<file path="src/rtl/mips_control_pkg.sv">
// rtl/mips_control_pkg.sv - shared state codes, opcode/funct constants and ALUOp encodings
// for the multicycle MIPS control unit.
package mips_control_pkg;

  typedef enum logic [3:0] {
    ST_FETCH     = 4'd0,
    ST_DECODE    = 4'd1,
    ST_MEM_ADDR  = 4'd2,
    ST_MEM_READ  = 4'd3,
    ST_MEM_WB    = 4'd4,
    ST_MEM_WRITE = 4'd5,
    ST_R_EXEC    = 4'd6,
    ST_R_WB      = 4'd7,
    ST_BRANCH    = 4'd8,
    ST_JUMP      = 4'd9,
    ST_I_EXEC    = 4'd10,
    ST_I_WB      = 4'd11,
    ST_JR        = 4'd12
  } state_e;

  localparam logic [5:0] OP_RTYPE = 6'b000000;
  localparam logic [5:0] OP_LW    = 6'b100011;
  localparam logic [5:0] OP_SW    = 6'b101011;
  localparam logic [5:0] OP_BEQ   = 6'b000100;
  localparam logic [5:0] OP_BNE   = 6'b000101;
  localparam logic [5:0] OP_J     = 6'b000010;
  localparam logic [5:0] OP_ADDI  = 6'b001000;
  localparam logic [5:0] OP_ANDI  = 6'b001100;
  localparam logic [5:0] OP_ORI   = 6'b001101;
  localparam logic [5:0] OP_LUI   = 6'b001111;
  localparam logic [5:0] FUNCT_JR = 6'b001000;

  localparam logic [2:0] ALUOP_LUI   = 3'b000;
  localparam logic [2:0] ALUOP_SUB   = 3'b001;
  localparam logic [2:0] ALUOP_JUMP  = 3'b010;
  localparam logic [2:0] ALUOP_ADD   = 3'b011;
  localparam logic [2:0] ALUOP_ADDI  = 3'b100;
  localparam logic [2:0] ALUOP_ORI   = 3'b101;
  localparam logic [2:0] ALUOP_ANDI  = 3'b110;
  localparam logic [2:0] ALUOP_FUNCT = 3'b111;

  localparam logic [1:0] SRCB_REG  = 2'b00;
  localparam logic [1:0] SRCB_FOUR = 2'b01;
  localparam logic [1:0] SRCB_IMM  = 2'b10;
  localparam logic [1:0] SRCB_BOFF = 2'b11;

  localparam logic [1:0] PCSRC_ALU    = 2'b00;
  localparam logic [1:0] PCSRC_ALUOUT = 2'b01;
  localparam logic [1:0] PCSRC_JUMP   = 2'b10;
  localparam logic [1:0] PCSRC_RS     = 2'b11;

  typedef struct packed {
    logic       pc_write;
    logic       iord;
    logic       mem_read;
    logic       mem_write;
    logic       ir_write;
    logic       reg_write;
    logic       reg_dst;
    logic       mem_to_reg;
    logic       alu_src_a;
    logic [1:0] alu_src_b;
    logic [1:0] pc_source;
    logic [2:0] alu_op;
  } ctrl_t;

  // DECODE dispatch; ST_FETCH doubles as the "undecodable" result.
  function automatic state_e dispatch(input logic [5:0] opcode, input logic [5:0] funct);
    state_e nxt;
    nxt = ST_FETCH;
    case (opcode)
      OP_RTYPE:                          nxt = (funct == FUNCT_JR) ? ST_JR : ST_R_EXEC;
      OP_LW, OP_SW:                      nxt = ST_MEM_ADDR;
      OP_BEQ, OP_BNE:                    nxt = ST_BRANCH;
      OP_J:                              nxt = ST_JUMP;
      OP_ADDI, OP_ANDI, OP_ORI, OP_LUI:  nxt = ST_I_EXEC;
      default:                           nxt = ST_FETCH;
    endcase
    return nxt;
  endfunction

endpackage

</file>
<file path="src/rtl/multicycle_output_decode.sv">
// rtl/multicycle_output_decode.sv - Moore output decode of the multicycle control FSM;
// opcode_i is the opcode latched in DECODE.
module multicycle_output_decode
  import mips_control_pkg::*;
(
  input  state_e      state_i,
  input  logic [5:0]  opcode_i,
  input  logic        zero_i,
  input  logic        mem_ready_i,
  output ctrl_t       ctrl_o
);

  always_comb begin
    ctrl_o = '0;
    case (state_i)
      ST_FETCH: begin
        ctrl_o.mem_read  = 1'b1;
        ctrl_o.alu_src_b = SRCB_FOUR;
        ctrl_o.alu_op    = ALUOP_ADD;
        ctrl_o.pc_source = PCSRC_ALU;
        ctrl_o.ir_write  = mem_ready_i;
        ctrl_o.pc_write  = mem_ready_i;
      end
      ST_DECODE: begin
        ctrl_o.alu_src_b = SRCB_BOFF;
        ctrl_o.alu_op    = ALUOP_ADD;
      end
      ST_MEM_ADDR: begin
        ctrl_o.alu_src_a = 1'b1;
        ctrl_o.alu_src_b = SRCB_IMM;
        ctrl_o.alu_op    = ALUOP_ADD;
      end
      ST_MEM_READ: begin
        ctrl_o.mem_read = 1'b1;
        ctrl_o.iord     = 1'b1;
      end
      ST_MEM_WB: begin
        ctrl_o.reg_write  = 1'b1;
        ctrl_o.mem_to_reg = 1'b1;
      end
      ST_MEM_WRITE: begin
        ctrl_o.mem_write = 1'b1;
        ctrl_o.iord      = 1'b1;
      end
      ST_R_EXEC: begin
        ctrl_o.alu_src_a = 1'b1;
        ctrl_o.alu_src_b = SRCB_REG;
        ctrl_o.alu_op    = ALUOP_FUNCT;
      end
      ST_R_WB: begin
        ctrl_o.reg_write = 1'b1;
        ctrl_o.reg_dst   = 1'b1;
      end
      ST_BRANCH: begin
        ctrl_o.alu_src_a = 1'b1;
        ctrl_o.alu_src_b = SRCB_REG;
        ctrl_o.alu_op    = ALUOP_SUB;
        ctrl_o.pc_source = PCSRC_ALUOUT;
        ctrl_o.pc_write  = ((opcode_i == OP_BEQ) &  zero_i) |
                           ((opcode_i == OP_BNE) & ~zero_i);
      end
      ST_JUMP: begin
        ctrl_o.pc_source = PCSRC_JUMP;
        ctrl_o.pc_write  = 1'b1;
        ctrl_o.alu_op    = ALUOP_JUMP;
      end
      ST_I_EXEC: begin
        ctrl_o.alu_src_a = 1'b1;
        ctrl_o.alu_src_b = SRCB_IMM;
        case (opcode_i)
          OP_ADDI: ctrl_o.alu_op = ALUOP_ADDI;
          OP_ANDI: ctrl_o.alu_op = ALUOP_ANDI;
          OP_ORI:  ctrl_o.alu_op = ALUOP_ORI;
          default: ctrl_o.alu_op = ALUOP_LUI;
        endcase
      end
      ST_I_WB: begin
        ctrl_o.reg_write = 1'b1;
      end
      ST_JR: begin
        ctrl_o.pc_source = PCSRC_RS;
        ctrl_o.pc_write  = 1'b1;
        ctrl_o.alu_op    = ALUOP_FUNCT;
      end
      default: ctrl_o = '0;
    endcase
  end

endmodule

</file>
<file path="src/rtl/multicycle_control.sv">
// rtl/multicycle_control.sv - multicycle MIPS control FSM: state register, next-state logic,
// latched opcode and retired-instruction counter.
module multicycle_control
  import mips_control_pkg::*;
(
  input  logic        clk,
  input  logic        reset,
  input  logic [5:0]  i_Opcode,
  input  logic [5:0]  i_Funct,
  input  logic        i_Zero,
  input  logic        i_MemReady,
  output logic        o_PCWrite,
  output logic        o_IorD,
  output logic        o_MemRead,
  output logic        o_MemWrite,
  output logic        o_IRWrite,
  output logic        o_RegWrite,
  output logic        o_RegDst,
  output logic        o_MemtoReg,
  output logic        o_ALUSrcA,
  output logic [1:0]  o_ALUSrcB,
  output logic [1:0]  o_PCSource,
  output logic [2:0]  o_ALUOp,
  output logic        o_IllegalOp,
  output logic [3:0]  o_State,
  output logic [31:0] o_InstrCount
);

  state_e      state_q, state_d;
  logic [5:0]  op_q, op_d;
  logic [31:0] count_q, count_d;
  logic        illegal;
  logic        retire;
  ctrl_t       ctrl, ctrl_g;

  always_ff @(posedge clk or negedge reset) begin
    if (!reset) begin
      state_q <= ST_FETCH;
      op_q    <= '0;
      count_q <= '0;
    end else begin
      state_q <= state_d;
      op_q    <= op_d;
      count_q <= count_d;
    end
  end

  always_comb begin
    state_d = state_q;
    illegal = 1'b0;
    op_d    = op_q;
    case (state_q)
      ST_FETCH:     if (i_MemReady) state_d = ST_DECODE;
      ST_DECODE: begin
        op_d    = i_Opcode;
        state_d = dispatch(i_Opcode, i_Funct);
        illegal = (state_d == ST_FETCH);
      end
      ST_MEM_ADDR:  state_d = (op_q == OP_SW) ? ST_MEM_WRITE : ST_MEM_READ;
      ST_MEM_READ:  if (i_MemReady) state_d = ST_MEM_WB;
      ST_MEM_WRITE: if (i_MemReady) state_d = ST_FETCH;
      ST_R_EXEC:    state_d = ST_R_WB;
      ST_I_EXEC:    state_d = ST_I_WB;
      default:      state_d = ST_FETCH;
    endcase
  end

  // Any arrival in FETCH retires an instruction, except an illegal opcode bounced from DECODE.
  assign retire  = (state_q != ST_FETCH) && (state_d == ST_FETCH) && !illegal;
  assign count_d = count_q + {31'd0, retire};

  multicycle_output_decode u_decode (
    .state_i     (state_q),
    .opcode_i    (op_q),
    .zero_i      (i_Zero),
    .mem_ready_i (i_MemReady),
    .ctrl_o      (ctrl)
  );

  // Reset is asynchronous, so strobes are masked directly rather than waiting for the state.
  assign ctrl_g = reset ? ctrl : '0;

  assign o_PCWrite    = ctrl_g.pc_write;
  assign o_IorD       = ctrl_g.iord;
  assign o_MemRead    = ctrl_g.mem_read;
  assign o_MemWrite   = ctrl_g.mem_write;
  assign o_IRWrite    = ctrl_g.ir_write;
  assign o_RegWrite   = ctrl_g.reg_write;
  assign o_RegDst     = ctrl_g.reg_dst;
  assign o_MemtoReg   = ctrl_g.mem_to_reg;
  assign o_ALUSrcA    = ctrl_g.alu_src_a;
  assign o_ALUSrcB    = ctrl_g.alu_src_b;
  assign o_PCSource   = ctrl_g.pc_source;
  assign o_ALUOp      = ctrl_g.alu_op;
  assign o_IllegalOp  = reset & illegal;
  assign o_State      = state_q;
  assign o_InstrCount = count_q;

endmodule

</file>
<file path="config.mk">
export PLATFORM = sky130hd
export DESIGN_NAME = multicycle_control
export DESIGN_NICKNAME = d
export VERILOG_FILES = /design/src/rtl/mips_control_pkg.sv /design/src/rtl/multicycle_output_decode.sv /design/src/rtl/multicycle_control.sv
export SDC_FILE = /design/constraint.sdc
export NUM_CORES = 1
export LEC_CHECK = 0
export BUFFER_PORTS_ARGS = -buffer_cell sky130_fd_sc_hd__buf_2
export CORE_MARGIN = 2
export CORE_UTILIZATION = 30
export CTS_BUF_LIST = sky130_fd_sc_hd__clkbuf_8
export CTS_CLUSTER_SIZE = 20
export DETAILED_ROUTE_END_ITERATION = 16
export GPL_TIMING_DRIVEN = 1
export PLACE_DENSITY = 0.5
export SLEW_MARGIN = 20
export SYNTH_ARGS = -nofsm -noshare
export SYNTH_HDL_FRONTEND = slang
export SYNTH_SLANG_ARGS = --single-unit
</file>
<file path="constraint.sdc">
create_clock -name clk -period 3.5 [get_ports clk]
set_input_delay 0.525 -clock clk [delete_from_list [all_inputs] [get_ports clk]]
set_output_delay 0.525 -clock clk [all_outputs]
set_load 0.01 [all_outputs]
</file>
==> results.yml, run 1 <==
outcome:
  status: "finished clean"
grt:
  track_usage_pct: 13.9
  grt_pass1_vias: 2008
  overflow: 0
  antenna_found_initial: 0
  grt_pass1_wl_um: 9840
  grt_max_degree: 29
logic_synthesis:
  dominantRegCellSynth: "dfrtp_1"
  ys_ff_latch: 42
  syn-instance-count: 254
  synth-async-reset-ratio_pct: 100
  yosys.area.top_type: "dfrtp_1"
  synth_common_cells: "42 x dfrtp_1, 29 x xnor2_1, 22 x nand2_1"
  yosysWarningCount: 0
  avgSynthCellArea_sq_um: 9.80
  ys_seq_area_share_pct: 42.2
  synth_edf_count: 0
  synthTopCellsByArea: "dfrtp_1 42%, xnor2_1 10%, nand2_1 3.3%"
  syn_nets: 273
  synthMostInstantiatedCell: "dfrtp_1"
  netlist_area_sq_mm: 0.00249
  synth_top_area_share_pct: 42.2
  ys_types: 48
placement:
  finalWeightedCongestion: 0.774
  post_dp_cell_area_sq_mm: 0.00298
  place_inst: 426
  numPortBuffers: 68
  dp_hpwl_um: 4580
cts:
  cts_sinks: 42
  cts_buffers: 5
  clock-root-buffer: "clkbuf_8"
  postCtsHoldBufs: 0
  clk_latency_ps: 290
  htree_levels: 2
  cts.path.max_buffers: 2
  cts_tree: "done"
  clk_pin_slew_ps: 80
detailed_routing:
  wl_per_cell_um: 13.9
  drc_errors: 0
  drt-total-wl_um: 6050
  drt_pass1_iterations: 4
  drt_iter0_markers: 66
  vias: 2121
  ant_nets: 0
  via_per_inst: 4.89
critical_path:
  worstSetupPathType: "flip-flop to flip-flop"
  crit_fanout: 11
  endpoint_kind: "flip-flop"
  worst_setup_path_start_kind: "flip-flop"
  critPathRequiredTime_ps: 3690
  critPathArrivalTime_ps: 3330
  reg2regPathDepth: 12
layout:
  instances_no_fill: 434
  fin_nets: 347
  final_layout_size_suffix_gt1_share_pct: 32.8
  n_antenna_cell: 0
  n_fill_cell: 815
  area_growth_pct: 24.8
  fin_area_sq_mm: 0.00311
flow_run:
  max-cap-violations: 0
floorplan:
  dieArea_sq_mm: 0.00904
  pin_count: 69
  rows: 33
  start_util_pct: 30.6
  die-width_um: 95.1
  die_h_um: 95.1
  core_area_sq_mm: 0.00813
power:
  p_leak_nw: 1.47
  p_total_w: 0.00170
  irDropWorstVdd_mv: 0.235
  powerDensity_mw_per_mm2: 546
sta:
  period_minus_slack_ps: 3150
  fin_crit_sh_pct: 89.9
  rsz0062_at_grt: "no"
  setup-tns-final_ps: 0
  skew_ps: 10.2
  slew_viol_final: 0
  hold_viol: 0
  clock.fmax_ghz: 0.318
  relSlewSlack_pct: 61.4
  worstMarginPinSlew_ps: 580
  setup_viol: 0
min_path:
  hold_class: "input port to asynchronous set/reset pin"
## state kept, by name (all words and copies together) (netlist names)
| signal | flops |
|---|---|
| o_InstrCount | 32 |
| o_State | 4 |
| op_q | 6 |
## area by class of cell
type                            instances  area, sq um  share of cell area, %
Clock buffer                            5         68.8                   2.22
Clock inverter                          3         41.3                   1.33
Inverter                                5         18.8                  0.604
Multi-Input combinational cell        197         1390                   44.6
Sequential cell                        42         1050                   33.9
Tap cell                              105          131                   4.23
Timing Repair Buffer                   77          408                   13.1
## cells in the final DEF (no fill, tap or decap), types with 6 or more instances in the layout
master,instances
nand2b_1,8
a21oi_1,10
nand4_1,6
inv_1,6
nor2_1,18
buf_2,68
dfrtp_1,41
nand3_1,16
xnor2_1,29
o21ai_0,12
nand2_1,22
buf_4,9
and2_1,7
## kinds of logic (layout without fill, tap and decap cells)
family | Yosys count | after routing | share of synthesized area, %
buffers and inverters | 15 | 90 | 2.56
AOI/OAI and AO/OA | 40 | 40 | 10.1
xor gates and xnor gates | 34 | 34 | 12.0
muxes | 5 | 5 | 2.26
DFF | 42 | 42 | 42.2
and+or+nand+nor | 115 | 115 | 29.4
adders and majority gates | 3 | 3 | 1.51
## where the power goes
part | internal, W | switching (W) | total, W
logic | 0.000290 | 0.000344 | 0.000634
registers | 0.000569 | 0.000120 | 0.000689
clock network | 0.000210 | 0.000164 | 0.000374
total | 0.00107 | 0.000627 | 0.00170
## final timing paths
check / to / startpoint / slack, ps
max: o_InstrCount[30] / o_State[0] / 350
min reg2reg: o_InstrCount[31] / o_InstrCount[31] / 470
min in group clk: o_InstrCount[31] / o_InstrCount[31] / 470
min: o_InstrCount[26] / reset / 230
max reg2reg: o_InstrCount[30] / o_State[0] / 350
max in group asynchronous: o_InstrCount[24] / reset / 2520
## layer usage
layer | global-route usage [%] | vias up | part of all wire, %
li1 | - | 1055 | -
met1 | 19.8 | 1010 | 48
met2 | 21.3 | 50 | 46
met3 | 2.85 | 6 | 4.7
met4 | 4.23 | 0 | 1.3
met5 | 0 | - | 0
## critical path, cell delays in order, from the launching register on
cell and delay [ps]:
dfrtp_1 500, nor4b_2 220, and2_1 180, a32oi_1 200, nand2_1 100, nor4_2 370, ha_1 240, ha_1 170
and2_1 250, nand4_4 160, nor4_4 340, nand4_1 170, xnor2_1 150
## per-stage QoR
step                      setup WS [ps]  util [%]  hold WS (ps)
final                               354      38.2           228
after floorplan                     516         -           229
after CTS                           191      38.0           233
after detailed placement          -79.3      36.7           460
after global routing               25.5      38.2           251
after global placement             46.0      36.7           460
## repair_timing
item                       4_1_cts  5_1_grt
resized for setup                0        3
setup endpoints to repair        0        7
setup buffers                    0        0
Power figures use the tool's default switching activity.
==> run 2: changes to the inputs <==
--- a/config.mk
+++ b/config.mk
@@ -12,7 +12,6 @@
 export CTS_CLUSTER_SIZE = 20
 export DETAILED_ROUTE_END_ITERATION = 16
 export GPL_TIMING_DRIVEN = 1
-export PLACE_DENSITY = 0.5
 export SLEW_MARGIN = 20
 export SYNTH_ARGS = -nofsm -noshare
 export SYNTH_HDL_FRONTEND = slang
==> constraint.sdc (replaced) <==
create_clock -name clk -period 3.02 [get_ports clk]
set_input_delay 0.453 -clock clk [delete_from_list [all_inputs] [get_ports clk]]
set_output_delay 0.453 -clock clk [all_outputs]
set_load 0.01 [all_outputs]
==> run 2 against run 1 <==
Effect of this change:
- final cell count rose by 4.6%
- design area increased by 6.2%
- non-clock buffer count rose by 20
- critical path type unchanged
- critical endpoint is now o_InstrCount[20]
- largest power group is now combinational cells
==> results.yml, run 2 (same netlist as run 1, synthesis figures left out) <==
outcome:
  status: "finished clean"
placement:
  finalWeightedCongestion: 0.794
  post_dp_cell_area_sq_mm: 0.00313
  numPortBuffers: 68
  dp_hpwl_um: 4730
floorplan:
  pin_count: 69
  die_h_um: 95.1
  rows: 33
  dieArea_sq_mm: 0.00904
  die-width_um: 95.1
  start_util_pct: 30.6
  core_area_sq_mm: 0.00813
power:
  power.switching_w: 0.000796
  irDropWorstVdd_mv: 0.246
  seqPwrFrac_pct: 36.7
  power_frac_clock_pct: 21.7
  p_sw_share_pct: 37.1
  pwr-share-comb_pct: 41.7
  p_int_w: 0.00135
  powerDensity_mw_per_mm2: 650
  p_leak_nw: 1.58
detailed_routing:
  wl_per_cell_um: 13.8
  ant_nets: 0
  via_per_inst: 4.94
  drt_iter0_markers: 149
  dr.max_layer_used: "met4"
  wl_met2_um: 3060
  drc_errors: 0
  met1Wirelength_um: 2920
  drt-total-wl_um: 6280
  drt_pass1_iterations: 4
  route.met3.wl_um: 239
  vias: 2245
critical_path:
  endpoint_kind: "flip-flop"
  critPathLaunch: "o_State[2]"
  crit_fanout: 12
  cpMostUsedCell: "buf_4"
  crit_family: "simple AND/OR/NAND/NOR gates"
  reg2reg_from: "o_State[2]"
  max_stage_delay_ps: 420
  critPathRequiredTime_ps: 3210
  cp_cell_sequence: "buf_4 > nand2b_4 > a2bb2o_1 > nor4_2 > buf_4 > ha_1 > ha_2 > and2_4 > nand4_4 > nor4_4 > buf_4 > nand4_1 > xnor2_1"
  cp.buffers_inverters: 3
  cpMaxStageDelayCell: "dfrtp_2"
  reg2regPathDepth: 13
  worstSetupPathType: "flip-flop to flip-flop"
  critPathArrivalTime_ps: 3000
  path_depth: 13
  worst_setup_path_start_kind: "flip-flop"
cts:
  clk_pin_slew_ps: 90
  clock-root-buffer: "clkbuf_8"
  cts_sinks: 42
  cts.path.max_buffers: 2
  postCtsHoldBufs: 0
  clk_latency_ps: 300
  cts_buffers: 5
  htree_levels: 2
  post_cts_buffers: 0
  cts_tree: "done"
layout:
  area_growth_pct: 32.6
  final-seq-area_sq_mm: 0.00105
  layout_commonest_cell: "buf_2"
  mostFrequentLayoutCells: "68 x buf_2, 41 x dfrtp_1, 29 x xnor2_1"
  post-route-util_pct: 40.6
  n_antenna_cell: 0
  largest_reg_flops: 32
  fin_area_sq_mm: 0.00330
  n_fill_cell: 803
  final_layout_size_suffix_gt1_share_pct: 38.1
  fin_nets: 367
  multi_input_area_sq_mm: 0.00141
grt:
  grt_pass1_vias: 2157
  antenna_found_initial: 0
  track_usage_pct: 14.3
  grt_pass1_wl_um: 10100
  overflow: 0
  grt_max_degree: 33
sta:
  hold_viol: 0
  period_minus_slack_ps: 2810
  slew_viol_final: 0
  whs_ps: 76.6
  clock.fmax_ghz: 0.356
  setup-tns-final_ps: 0
  relSlewSlack_pct: 63.5
  fin_crit_sh_pct: 93.1
  skew_ps: 10.6
  worstMarginPinSlew_ps: 540
  setup_viol: 0
min_path:
  hold_class: "input port to asynchronous set/reset pin"
flow_run:
  max-cap-violations: 0
run 2: cell type report:
type                       count  area share [%]
multi-input combinational    197            42.7
timing repair buffer          97            17.3
sequential                    42            31.9
inverter                       5           0.569
clock buffer                   5            2.09
clock inverter                 3            1.48
tap                          105            3.98
run 2: path summary, 6_finish.rpt:
kind,slack (ps),end
max reg2reg,210,o_InstrCount[20]
min reg2reg,470,o_InstrCount[31]
max in group asynchronous,2180,o_InstrCount[17]
min in group clk,420,op_q[4]
max,210,o_InstrCount[20]
min,80,op_q[3]
run 2: per-layer routing:
metal  track usage [%]  up-vias
met5                 0        -
met4              4.71        0
met3              2.69        6
met2              22.5       49
met1              19.7     1088
li1                  -     1102
run 2: what timing repair did:
item / in CTS / in global routing
endpoints found under the setup margin: 0 / 6
endpoints found under the hold margin: 0 / 0
resized for setup: 0 / 13
run 2: metrics by stage:
step                power (W)  setup slack (ps)  cells
floorplan             0.00128               108    254
global placement      0.00162              -110    446
detailed placement    0.00164              -146    446
CTS                   0.00212              93.7    454
global route          0.00231             -10.8    454
finish                0.00214               210    454
run 2: power by group through the flow:
| stage | clock network [W] | registers (W) | logic (W) |
|---|---|---|---|
| CTS | 0.000481 | 0.000779 | 0.000855 |
| detailed placement | 0 | 0.000788 | 0.000853 |
| global route | 0.000510 | 0.000802 | 0.000998 |
| finish | 0.000465 | 0.000786 | 0.000893 |
| global placement | 0 | 0.000784 | 0.000839 |
| floorplan | 0 | 0.000791 | 0.000487 |
